File: config.mk
export PLATFORM = sky130hd
export DESIGN_NAME = counter_down_timer_flat
export DESIGN_NICKNAME = d
export VERILOG_FILES = /design/src/rtl/counter_down_timer_if.sv /design/src/rtl/counter_down_timer.sv /design/src/flat_wrapper.sv
export SDC_FILE = /design/constraint.sdc
export NUM_CORES = 1
export LEC_CHECK = 0
export ABC_AREA = 1
export CAP_MARGIN = 20
export CORE_MARGIN = 5
export CORE_UTILIZATION = 30
export DETAILED_ROUTE_END_ITERATION = 8
export DONT_BUFFER_PORTS = 1
export REMOVE_ABC_BUFFERS = 1
export SETUP_SLACK_MARGIN = 0.02
export SYNTH_ARGS = -nofsm -noshare
export SYNTH_HDL_FRONTEND = slang
export SYNTH_SLANG_ARGS = --single-unit
File: constraint.sdc
create_clock -name Clk -period 1.85 [get_ports Clk]
set_input_delay 0.2775 -clock Clk [delete_from_list [all_inputs] [get_ports Clk]]
set_output_delay 0.2775 -clock Clk [all_outputs]
set_load 0.02 [all_outputs]
File: src/rtl/counter_down_timer_if.sv
// Bus bundle for the loadable down-counter/timer.
// Control semantics: Load is a single-cycle strobe sampled at the rising
// clock edge. There is no back-pressure, so the timer always accepts it.
// Enable and Reload are level signals that are sampled every cycle.
// TC is a registered pulse, exactly one cycle wide. Q, Zero and Busy
// are status levels. The state field is exported for debug visibility.
interface counter_down_timer_if #(
  parameter int WIDTH = 8
);
  logic             Enable;
  logic             Load;
  logic [WIDTH-1:0] D;
  logic             Reload;
  logic [WIDTH-1:0] Q;
  logic             Zero;
  logic             TC;
  logic             Busy;
  logic [1:0]       state;

  modport master (
    output Enable, Load, D, Reload,
    input  Q, Zero, TC, Busy, state
  );

  modport slave (
    input  Enable, Load, D, Reload,
    output Q, Zero, TC, Busy, state
  );
endinterface

File: src/rtl/counter_down_timer.sv
// Loadable down-counter/timer with a one-cycle terminal-count pulse and an
// optional periodic auto-reload. Priority at every edge: Clr > Load > count.
module counter_down_timer #(
  parameter int WIDTH = 8
) (
  input logic                  Clk,
  input logic                  Clr,
  counter_down_timer_if.slave  bus
);

  localparam logic [1:0] IDLE = 2'd0;
  localparam logic [1:0] RUN  = 2'd1;
  localparam logic [1:0] DONE = 2'd2;

  logic [1:0]       state_q, state_d;
  logic [WIDTH-1:0] q_q, q_d;
  logic [WIDTH-1:0] reload_q, reload_d;
  logic             tc_q, tc_d;

  // Next-state logic. A decrement happens only in RUN with Q >= 2. At
  // Q == 1 the counter either reloads or parks at zero, so it cannot
  // underflow.
  always_comb begin
    state_d  = state_q;
    q_d      = q_q;
    reload_d = reload_q;
    tc_d     = 1'b0;
    if (bus.Load) begin
      q_d      = bus.D;
      reload_d = bus.D;
      state_d  = (bus.D != '0) ? RUN : DONE;
    end else begin
      case (state_q)
        IDLE: begin
          state_d = IDLE;
        end
        RUN: begin
          if (q_q == '0) begin
            // Unreachable. RUN is only entered with a non-zero count.
            state_d = DONE;
          end else if (bus.Enable) begin
            if (q_q == WIDTH'(1)) begin
              tc_d = 1'b1;
              if (bus.Reload) begin
                q_d = reload_q;
              end else begin
                q_d     = '0;
                state_d = DONE;
              end
            end else begin
              q_d = q_q - WIDTH'(1);
            end
          end
        end
        DONE: begin
          state_d = DONE;
        end
        default: begin
          state_d = IDLE;
          q_d     = '0;
        end
      endcase
    end
  end

  // State registers with a synchronous clear.
  always_ff @(posedge Clk) begin
    if (Clr) begin
      state_q  <= IDLE;
      q_q      <= '0;
      reload_q <= '0;
      tc_q     <= 1'b0;
    end else begin
      state_q  <= state_d;
      q_q      <= q_d;
      reload_q <= reload_d;
      tc_q     <= tc_d;
    end
  end

  // Output mapping. Zero is decoded from the registered count.
  always_comb begin
    bus.Q     = q_q;
    bus.Zero  = (q_q == '0);
    bus.TC    = tc_q;
    bus.Busy  = (state_q == RUN);
    bus.state = state_q;
  end

endmodule
File: src/flat_wrapper.sv
// flat-port wrapper written by rule: the top's interface ports become plain ports
module counter_down_timer_flat 
#(
  parameter int WIDTH = 8
)
  (Clk, Clr, bus_Enable, bus_Load, bus_D, bus_Reload, bus_Q, bus_Zero, bus_TC, bus_Busy, bus_state);
  counter_down_timer_if #(.WIDTH(WIDTH)) bus_i ();
  input logic Clk;
  input logic Clr;
  input wire logic [$bits(bus_i.Enable)-1:0] bus_Enable;
  input wire logic [$bits(bus_i.Load)-1:0] bus_Load;
  input wire logic [$bits(bus_i.D)-1:0] bus_D;
  input wire logic [$bits(bus_i.Reload)-1:0] bus_Reload;
  output wire logic [$bits(bus_i.Q)-1:0] bus_Q;
  output wire logic [$bits(bus_i.Zero)-1:0] bus_Zero;
  output wire logic [$bits(bus_i.TC)-1:0] bus_TC;
  output wire logic [$bits(bus_i.Busy)-1:0] bus_Busy;
  output wire logic [$bits(bus_i.state)-1:0] bus_state;
  assign bus_i.Enable = bus_Enable;
  assign bus_i.Load = bus_Load;
  assign bus_i.D = bus_D;
  assign bus_i.Reload = bus_Reload;
  assign bus_Q = bus_i.Q;
  assign bus_Zero = bus_i.Zero;
  assign bus_TC = bus_i.TC;
  assign bus_Busy = bus_i.Busy;
  assign bus_state = bus_i.state;
  counter_down_timer #(.WIDTH(WIDTH)) u_core (.Clk(Clk), .Clr(Clr), .bus(bus_i));
endmodule
==> results of run 1 <==
how the worst max path moves through the flow:
stage                                    from              end  cells after the start
after global placement    u_core.bus.state[0]  u_core.bus.Q[6]                     10
final                         u_core.bus.Q[0]         bus_Zero                      5
after detailed placement  u_core.bus.state[0]  u_core.bus.Q[5]                     10
after floorplan               u_core.bus.Q[0]  u_core.bus.Q[7]                      9
after global routing          u_core.bus.Q[0]         bus_Zero                      5
after CTS                     u_core.bus.Q[0]         bus_Zero                      5
synthesized netlist by cell type:
master | n | area, um2
sky130_fd_sc_hd__inv_4 | 2 | 12.51
sky130_fd_sc_hd__a21oi_1 | 11 | 55.05
sky130_fd_sc_hd__buf_2 | 1 | 5.000
sky130_fd_sc_hd__nand2_1 | 73 | 274.0
sky130_fd_sc_hd__nor2_4 | 2 | 22.52
sky130_fd_sc_hd__nor2_1 | 15 | 56.30
sky130_fd_sc_hd__clkbuf_1 | 3 | 11.26
sky130_fd_sc_hd__nor3_1 | 1 | 5.000
sky130_fd_sc_hd__inv_2 | 4 | 15.01
sky130_fd_sc_hd__ha_1 | 5 | 62.56
sky130_fd_sc_hd__nor2_2 | 1 | 6.260
sky130_fd_sc_hd__o21ai_0 | 1 | 5.000
sky130_fd_sc_hd__o211ai_1 | 1 | 7.510
sky130_fd_sc_hd__nand4_1 | 3 | 18.77
sky130_fd_sc_hd__dfxtp_1 | 19 | 380.4
sky130_fd_sc_hd__nand2_2 | 4 | 25.02
sky130_fd_sc_hd__nor2_8 | 1 | 20.02
sky130_fd_sc_hd__xnor2_1 | 1 | 8.760
sky130_fd_sc_hd__a21oi_2 | 5 | 43.79
sky130_fd_sc_hd__nand2_4 | 3 | 33.78
sky130_fd_sc_hd__nand3_1 | 21 | 105.1
sky130_fd_sc_hd__inv_1 | 15 | 56.30
sky130_fd_sc_hd__nand3b_2 | 1 | 11.26
cells by family (layout without fill, tap and decap cells):
| kind of cell | after synthesis | in the layout |
|---|---|---|
| adders and majority gates | 5 | 5 |
| and+or+nand+nor | 125 | 125 |
| DFF | 19 | 19 |
| AOI/OAI and AO/OA | 18 | 18 |
| buffers and inverters | 25 | 36 |
| xor gates and xnor gates | 1 | 1 |
sequential cells by signal, summed over array words and instances, names as in the netlist:
signal and flops:
u_core.bus.state 2, u_core.bus.Q 8, u_core.bus.TC 1, u_core.reload_q 8
stage by stage:
stage / instance area [um2] / setup WS [ns]
2_1_floorplan: 1225 / 0.1724
3_3_place_gp: 1370 / 0.3017
3_5_place_dp: 1370 / 0.2932
4_1_cts: 1415 / 0.07554
5_1_grt: 1420 / 0.03879
6_report: 1420 / 0.1793
power by group:
part	total (uW)	internal [uW]	switching (uW)
clock network	285	153	132
logic	302	113	189
registers	459	433	25.4
worst max-delay path: stages (launching register included):
cell and delay, ns:
sky130_fd_sc_hd__dfxtp_1 0.35, sky130_fd_sc_hd__inv_1 0.14, sky130_fd_sc_hd__ha_2 0.24, sky130_fd_sc_hd__nand2_2 0.09, sky130_fd_sc_hd__nor2_2 0.16, sky130_fd_sc_hd__buf_4 0.16
area by class of cell:
| type | count | area (um2) | share of cell area [%] |
|---|---|---|---|
| Clock buffer | 4 | 45.04 | 3.172 |
| Inverter | 21 | 83.83 | 5.903 |
| Multi-Input combinational cell | 149 | 765.7 | 53.92 |
| Sequential cell | 19 | 380.4 | 26.78 |
| Tap cell | 50 | 62.56 | 4.405 |
| Timing Repair Buffer | 11 | 82.58 | 5.815 |
cells in the final DEF, fill, tap and decap left out:
cell / Yosys / routed
sky130_fd_sc_hd__ha_1: 5 / 4
sky130_fd_sc_hd__nand3b_2: 1 / 1
sky130_fd_sc_hd__clkbuf_1: 3 / 1
sky130_fd_sc_hd__nor2_4: 2 / 2
sky130_fd_sc_hd__a21oi_2: 5 / 5
sky130_fd_sc_hd__inv_4: 2 / 2
sky130_fd_sc_hd__xnor2_1: 1 / 1
sky130_fd_sc_hd__nor2_8: 1 / 1
sky130_fd_sc_hd__o211ai_1: 1 / 1
sky130_fd_sc_hd__nand2_4: 3 / 3
sky130_fd_sc_hd__ha_2: 0 / 1
sky130_fd_sc_hd__nand2_1: 73 / 73
sky130_fd_sc_hd__nor2_2: 1 / 2
sky130_fd_sc_hd__a21oi_1: 11 / 11
sky130_fd_sc_hd__buf_4: 0 / 11
sky130_fd_sc_hd__clkbuf_8: 0 / 3
sky130_fd_sc_hd__nor3_1: 1 / 1
sky130_fd_sc_hd__dfxtp_1: 19 / 19
sky130_fd_sc_hd__nand4_1: 3 / 3
sky130_fd_sc_hd__nand3_1: 21 / 21
sky130_fd_sc_hd__nor2_1: 15 / 14
sky130_fd_sc_hd__inv_1: 15 / 15
sky130_fd_sc_hd__o21ai_0: 1 / 1
sky130_fd_sc_hd__inv_2: 4 / 4
sky130_fd_sc_hd__nand2_2: 4 / 4
routing by layer:
layer	up-vias	global-route usage, %	wire, um
met4	0	2.964	29
met5	-	0	0
li1	629	-	-
met1	495	17.44	1441
met2	28	17.91	1269
met3	4	3.649	259
repair_timing:
item,4_1_cts,5_1_grt
gates resized for setup,0,2
hold buffers,0,0
endpoints found under the setup margin,0,1
==> impl_metrics.csv, run 1 <==
group,metric,value,unit
worst_setup_path,worst-r2r-cell-count,10,
floorplan,design.die.area,0.005523,mm2
global_routing,antenna_found_initial,0,
worst_setup_path,timing.critical_path.required,1.57,ns
logic_synthesis,synth-simple-area-share,46.57,%
worst_hold_path,holdCritStartpoint,"Clr",
worst_setup_path,r2r_setup_slack,0.29,ns
worst_setup_path,critPathCaptureType,"output pin",
worst_setup_path,highest_net_fanout_along_the_worst_path,5,
timing,final_max_slew_viol_count,0,
placed_design,dp_hpwl,2469,um
timing,min_period,1.671,ns
cts,cts_tree,"yes",
finish,antenna_cells_inserted,0,
floorplan,die_y,74.32,um
logic_synthesis,synth_area_per_cell,6.431,um2
logic_synthesis,synthesis.yosys.warnings,0,
logic_synthesis,synthDistinctLibCells,23,
detailed_routing,routedWlPerCell,11.81,um
timing,timing_worst_slew_pin_value,0.2913,ns
timing,finalClockSkew,0.003336,ns
logic_synthesis,post_synthesis_compound_gate_area_fraction,8.972,%
cts,clk-insertion-delay-late,0.25,ns
logic_synthesis,post_synth_instance_area,0.001241,mm2
timing,fin_tns_setup,0,ns
timing,max_slew_margin,80.55,%
logic_synthesis,xor_xnor_share_of_the_synthesized_area,0.7056,%
run_status,run_status,"complete, no violations",
detailed_routing,routed-via-count,1156,
floorplan,floorplan.die.width,74.32,um
cts,cts_made_buffers,3,
worst_hold_path,min_path_type,"in -> reg",
worst_hold_path,holdPathStages,1,
cts,cts.root.buffer_cell,"sky130_fd_sc_hd__clkbuf_8",
cts,numClockSinks,19,
timing,timing.final.crit_share,90.31,%
worst_setup_path,worst_r2r_endpoint,"u_core.bus.Q[6]",
timing,setup_viol,0,
floorplan,initial_util,31.03,%
detailed_routing,route.detailed.vias_per_inst,4.551,
floorplan,coreArea,0.004000,mm2
timing,finalHoldViolations,0,
placed_design,port_buffers,0,
floorplan,rows,23,
worst_setup_path,worstSetupPathType,"reg -> out",
global_routing,globalRouteOverflowTotal,0,
power_and_ir_drop,p_leak,0.0006600,uW
detailed_routing,pre_antenna_drt_iters,4,
cts,clk_path_buf_depth,2,
global_routing,grt_start_max_net_pins,19,
worst_hold_path,holdPathEnd,"u_core.bus.Q[1]",
floorplan,io-pin-count,26,
finish,final-instance-count-excl-fill,254,
placed_design,dp_cells,250,
detailed_routing,drt-initial-drc-count,91,
global_routing,wire_length_of_the_first_global_routing_pass,5264,um
worst_setup_path,regToRegStartpoint,"u_core.bus.state[0]",
finish,post_route_cells_drive_above_1_share,19.12,%
logic_synthesis,synth_adder_area_share,5.040,%
detailed_routing,route.final.wire_length,3000,um
power_and_ir_drop,pwr_density_cell,736.6,mW/mm2
logic_synthesis,synth.ff_latch_count,19,
power_and_ir_drop,peakVddDrop,0.2828,mV
flow_run,total_of_max_cap_violations,0,
global_routing,first_global_vias,1127,
timing,hold_ws,0.08160,ns
finish,finalNetCount,223,
cts,number_of_buffers_added_for_setup_after_cts,0,
detailed_routing,detail-route-antenna-nets,0,
finish,nFillCells,471,
finish,final_core_util,35.50,%
cts,path_clk_slew,0.07,ns
placed_design,gp_congestion,0.7536,
logic_synthesis,synthesis.instances,193,
timing,timing.fmax,598.5,MHz
logic_synthesis,main_combinational_cell_family_by_area_after_synthesis,"simple AND/OR/NAND/NOR gates",
worst_setup_path,critPathArrivalTime,1.39,ns
logic_synthesis,synth.mux.area_fraction,0,%
power_and_ir_drop,totalPowerFinal,1046,uW
detailed_routing,drc_errors,0,
worst_setup_path,setup.worst_path.start_class,"flop",
logic_synthesis,synth.yosys.seq_area_share,30.65,%
finish,area_growth,14.42,%
timing,grt_setup_unrepaired,"false",
cts,h-tree-depth,1,
global_routing,grtUsageTotal,12.18,%
Power figures use the tool's default switching activity.
==> run 2, diff against run 1 <==
- CELL_PAD_IN_SITES_DETAIL_PLACEMENT: not set -> 0
- CELL_PAD_IN_SITES_GLOBAL_PLACEMENT: not set -> 2
- CORE_ASPECT_RATIO: not set -> 1.25
- CORE_UTILIZATION: 30 -> 29
- PLACE_DENSITY_LB_ADDON: not set -> 0.1
- clock period: 1.85 -> 1.4 ns (I/O delays scaled with it)
==> impl_metrics.csv, run 2 (synthesis gave the netlist of run 1 again) <==
group,metric,value,unit
run_status,run_status,"complete, no violations",
placed_design,post-place-ws,-0.1780,ns
timing,max_slew_margin,86.29,%
global_routing,groute.layer.met3.usage,3.243,%
floorplan,coreArea,0.004131,mm2
timing,min_period,1.372,ns
cts,h-tree-depth,1,
detailed_routing,route.final.wire_length,3875,um
finish,nFillCells,457,
cts,cts_tree,"yes",
floorplan,initial_util,30.04,%
detailed_routing,routedWlPerCell,13.45,um
detailed_routing,route.detailed.vias_per_inst,4.604,
finish,finalNetCount,251,
timing,hold_ws,0.002208,ns
detailed_routing,drt-initial-drc-count,45,
timing,finalHoldViolations,0,
worst_hold_path,min_path_type,"in -> reg",
detailed_routing,detail-route-antenna-nets,0,
cts,cts_made_buffers,3,
timing,timing.final.crit_share,98.01,%
power_and_ir_drop,pwr_density_cell,884.8,mW/mm2
timing,timing_worst_slew_pin_value,0.2053,ns
global_routing,grt_start_max_net_pins,18,
cts,clk-insertion-delay-late,0.26,ns
timing,grt_setup_unrepaired,"true",
global_routing,met2_usage,22.76,%
global_routing,first_global_vias,1296,
flow_run,total_of_max_cap_violations,0,
cts,numClockSinks,19,
timing,timing.fmax,728.8,MHz
timing,fin_ws,0.02790,ns
global_routing,wire_length_of_the_first_global_routing_pass,6078,um
detailed_routing,drc_errors,0,
power_and_ir_drop,peakVddDrop,0.3838,mV
cts,path_clk_slew,0.08,ns
placed_design,gp_congestion,0.7509,
timing,fin_tns_setup,0,ns
floorplan,design.die.area,0.005697,mm2
finish,layout_commonest_cell,"sky130_fd_sc_hd__nand2_1",
placed_design,port_buffers,0,
worst_setup_path,worstSetupPathType,"reg -> reg",
floorplan,io-pin-count,26,
floorplan,floorplan.die.width,68.52,um
power_and_ir_drop,p_leak,0.0008488,uW
cts,cts.root.buffer_cell,"sky130_fd_sc_hd__clkbuf_8",
global_routing,globalRouteOverflowTotal,0,
global_routing,global_route.usage.met1,17.68,%
timing,final_max_slew_viol_count,0,
cts,clk_path_buf_depth,2,
worst_setup_path,critPathCaptureType,"flop",
detailed_routing,pre_antenna_drt_iters,4,
global_routing,grtUsageTotal,13.82,%
global_routing,busiest_layer_in_global_routing,"met2",
finish,most-common-layout-cells,"sky130_fd_sc_hd__nand2_1 (67), sky130_fd_sc_hd__buf_4 (30), sky130_fd_sc_hd__nand3_1 (19)",
global_routing,antenna_found_initial,0,
detailed_routing,routed-via-count,1326,
worst_setup_path,highest_net_fanout_along_the_worst_path,3,
floorplan,die_y,83.15,um
worst_setup_path,timing.critical_path.required,1.59,ns
timing,finalClockSkew,0.004407,ns
finish,post_route_cells_drive_above_1_share,37.50,%
placed_design,dp_hpwl,2946,um
finish,area_growth,43.65,%
worst_setup_path,setup.worst_path.start_class,"flop",
finish,antenna_cells_inserted,0,
floorplan,rows,26,
worst_setup_path,critPathArrivalTime,1.56,ns
timing,setup_viol,0,
## run 2: cell types whose count changed in the layout (fill, tap and decap cells not counted), sizes merged
cell / delta
nand2: +1
dlygate4sd3: +4
buf: +23
## run 2: final cells by class
| class | count | area [um2] | share of cell area, % |
|---|---|---|---|
| Clock buffer | 4 | 45.04 | 2.526 |
| Inverter | 21 | 86.33 | 4.842 |
| Multi-Input combinational cell | 150 | 864.6 | 48.49 |
| Sequential cell | 19 | 389.1 | 21.82 |
| Tap cell | 56 | 70.07 | 3.930 |
| Timing Repair Buffer | 38 | 327.8 | 18.39 |
## run 2: through the flow
step | util [%] | cells | cell area [um2] | power (uW)
after floorplan | - | 189 | 1225 | 914.5
after global placement | 36.61 | 274 | 1513 | 1090
after detailed placement | 36.61 | 274 | 1513 | 1092
after CTS | 39.85 | 281 | 1647 | 1535
after global routing | 43.16 | 288 | 1783 | 1682
final | 43.16 | 288 | 1783 | 1578
## run 2: power breakdown
group          switching (uW)  internal, uW  leakage (uW)
combinational             322           256      0.000667
clock                     192           202     0.0000228
sequential               30.2           575      0.000159
## run 2: critical path: stages, from the launching register on
cell,delay [ns]
sky130_fd_sc_hd__dfxtp_2,0.35
sky130_fd_sc_hd__buf_6,0.10
sky130_fd_sc_hd__ha_4,0.13
sky130_fd_sc_hd__nand2_4,0.06
sky130_fd_sc_hd__nor2_8,0.18
sky130_fd_sc_hd__buf_12,0.13
sky130_fd_sc_hd__nand3b_4,0.08
sky130_fd_sc_hd__nand2_1,0.06
sky130_fd_sc_hd__o211ai_1,0.08
sky130_fd_sc_hd__a21oi_1,0.14
## run 2: path summary, 6_finish.rpt
| check | endpoint | slack, ns | from | depth (start not counted) |
|---|---|---|---|---|
| worst max-delay path | u_core.bus.state[1] | 0.03 | u_core.bus.Q[0] | 9 |
| worst min-delay path | u_core.bus.state[1] | 0.002 | Clr | 1 |
| worst min register to register | u_core.reload_q[4] | 0.46 | u_core.reload_q[4] | 2 |
| worst max register to register | u_core.bus.state[1] | 0.03 | u_core.bus.Q[0] | 9 |
## run 2: timing repair
item,4_1_cts,5_1_grt
setup buffers,2,3
hold buffers,1,3
hold endpoints to repair,2,9
pin swaps,3,14
setup endpoints to repair,12,11
gates resized for setup,14,23
gates cloned,0,1
## run 2: layer usage
metal / up-vias / wire [um]
met4: 0 / 43
met3: 5 / 257
met1: 592 / 1601
li1: 693 / -
met2: 36 / 1973
met5: - / 0
==> run 3, diff against run 2 <==
- PLACE_DENSITY: not set -> 0.77
- PLACE_DENSITY_LB_ADDON: 0.1 -> not set
==> impl_metrics.csv, run 3 (synthesis gave the netlist of run 1 again) <==
group,metric,value,unit
worst_setup_path,critPathCaptureType,"flop",
detailed_routing,route.final.wire_length,3958,um
worst_setup_path,setup.worst_path.start_class,"flop",
timing,timing.final.crit_share,101.6,%
finish,most-common-layout-cells,"sky130_fd_sc_hd__nand2_1 (67), sky130_fd_sc_hd__buf_4 (27), sky130_fd_sc_hd__nand3_1 (18)",
global_routing,antenna_found_initial,0,
detailed_routing,pre_antenna_drt_iters,4,
detailed_routing,drc_errors,0,
cts,path_clk_slew,0.08,ns
power_and_ir_drop,pwr_density_cell,892.4,mW/mm2
cts,cts_made_buffers,3,
power_and_ir_drop,p_leak,0.0008347,uW
worst_setup_path,critPathArrivalTime,1.58,ns
finish,final_cell_area,0.001784,mm2
detailed_routing,route.detailed.vias_per_inst,4.686,
global_routing,grt_start_max_net_pins,14,
power_and_ir_drop,totalPowerFinal,1592,uW
worst_setup_path,worstSetupPathType,"reg -> reg",
cts,h-tree-depth,1,
worst_setup_path,regToRegStartpoint,"u_core.bus.Q[0]",
run_status,violations,"negative setup slack",
floorplan,rows,26,
finish,multiInputGateArea,902.1,um2
timing,finalClockSkew,0.003776,ns
worst_setup_path,highest_net_fanout_along_the_worst_path,5,
worst_setup_path,r2r_setup_slack,-0.02,ns
finish,antenna_cells_inserted,0,
floorplan,design.die.area,0.005697,mm2
timing,final_max_slew_viol_count,0,
power_and_ir_drop,peakVddDrop,0.3898,mV
worst_setup_path,worst_r2r_endpoint,"u_core.bus.Q[7]",
timing,min_period,1.423,ns
detailed_routing,drt-initial-drc-count,49,
placed_design,post_dp_cell_area,0.001438,mm2
finish,post_route_cells_drive_above_1_share,37.44,%
detailed_routing,routedWlPerCell,13.99,um
timing,setup_viol,2,
timing,finalHoldViolations,0,
cts,cts_tree,"yes",
worst_setup_path,worst-r2r-cell-count,12,
detailed_routing,detail-route-antenna-nets,0,
flow_run,total_of_max_cap_violations,0,
worst_setup_path,timing.critical_path.required,1.55,ns
floorplan,floorplan.die.width,68.52,um
global_routing,first_global_vias,1309,
placed_design,port_buffers,0,
timing,timing_worst_slew_pin_value,0.3708,ns
floorplan,io-pin-count,26,
timing,grt_setup_unrepaired,"true",
finish,register_area,399.1,um2
floorplan,coreArea,0.004131,mm2
cts,clk-insertion-delay-late,0.26,ns
cts,clk_path_buf_depth,2,
worst_hold_path,min_path_type,"in -> reg",
detailed_routing,routed-via-count,1326,
timing,hold_ws,0.001779,ns
run_status,run_status,"finished, violations left",
placed_design,dp_hpwl,2786,um
worst_setup_path,setup.worst_path.end,"u_core.bus.Q[7]",
timing,timing.fmax,702.9,MHz
cts,cts.root.buffer_cell,"sky130_fd_sc_hd__clkbuf_8",
worst_hold_path,holdCritStartpoint,"Clr",
timing,max_slew_margin,75.20,%
global_routing,wire_length_of_the_first_global_routing_pass,6037,um
cts,numClockSinks,19,
timing,fin_ws,-0.02266,ns
finish,nFillCells,451,
finish,finalNetCount,246,
worst_setup_path,critical_path.startpoint,"u_core.bus.Q[0]",
global_routing,globalRouteOverflowTotal,0,
global_routing,grtUsageTotal,13.51,%
placed_design,gp_congestion,0.7996,
floorplan,die_y,83.15,um
placed_design,post-place-ws,-0.1131,ns
finish,area_growth,43.75,%
finish,layout_commonest_cell,"sky130_fd_sc_hd__nand2_1",
floorplan,initial_util,30.04,%
-- run 3: cell count changes in the layout (fill, tap and decap cells not counted), moves of 3 or more --
cell | previous run | this run
sky130_fd_sc_hd__dfxtp_2 | 7 | 3
sky130_fd_sc_hd__nand2_2 | 9 | 6
sky130_fd_sc_hd__buf_4 | 30 | 27
sky130_fd_sc_hd__nand2_4 | 4 | 7
sky130_fd_sc_hd__inv_2 | 6 | 3
sky130_fd_sc_hd__dfxtp_4 | 0 | 4
-- run 3: area by class of cell --
cell class                 count  share of cell area, %
timing repair buffer          33                  15.50
inverter                      21                  5.119
sequential                    19                  22.37
tap                           56                  3.927
clock buffer                   4                  2.525
multi-input combinational    150                  50.56
-- run 3: critical path, stage by stage (launching register included) --
cell and delay, ns:
sky130_fd_sc_hd__dfxtp_4 0.39, sky130_fd_sc_hd__inv_4 0.05, sky130_fd_sc_hd__ha_4 0.16, sky130_fd_sc_hd__nand2_4 0.10, sky130_fd_sc_hd__inv_4 0.05, sky130_fd_sc_hd__nand2_4 0.07, sky130_fd_sc_hd__nand2_4 0.06, sky130_fd_sc_hd__nand2_4 0.10
sky130_fd_sc_hd__nand2_8 0.08, sky130_fd_sc_hd__nand2_2 0.05, sky130_fd_sc_hd__nand2_1 0.04, sky130_fd_sc_hd__nor2_1 0.11, sky130_fd_sc_hd__nor2_1 0.05
-- run 3: how the worst min path moves through the flow --
stage          cells after the start                 end  slack [ns]
2_1_floorplan                      1     u_core.bus.Q[0]        0.27
3_3_place_gp                       1     u_core.bus.Q[0]        0.28
3_5_place_dp                       1     u_core.bus.Q[3]        0.28
4_1_cts                            1  u_core.reload_q[5]      0.0002
5_1_grt                            1  u_core.reload_q[4]      -0.003
6_report                           1  u_core.reload_q[5]       0.002
-- run 3: layer usage --
layer	vias to the layer above	global-route usage, %	wire length, um
met4	0	4.340	68
met5	-	0	0
li1	677	-	-
met1	610	17.15	1675
met2	32	21.37	1946
met3	7	3.919	268
-- run 3: power breakdown --
part / leakage [uW] / total (uW) / internal (uW) / switching (uW)
combinational: 0.000652 / 577 / 241 / 336
sequential: 0.000160 / 605 / 572 / 33.8
clock: 0.0000228 / 410 / 203 / 207
total: 0.000835 / 1590 / 1020 / 577
-- run 3: per-stage QoR --
stage,util [%],std cells,TNS (ns)
floorplan,-,189,-2.118
global placement,34.80,264,-0.4681
detailed placement,34.80,264,-0.5774
CTS,38.76,275,0
global route,43.19,283,-0.5952
finish,43.19,283,-0.03369
-- run 3: timing repair --
action                     4_1_cts  5_1_grt
setup buffers                    6        6
hold endpoints to repair         6        2
resized for setup               17       33
pin swaps                        4       13
setup endpoints to repair       10       10
cloned                           0        1
hold buffers                     1        1
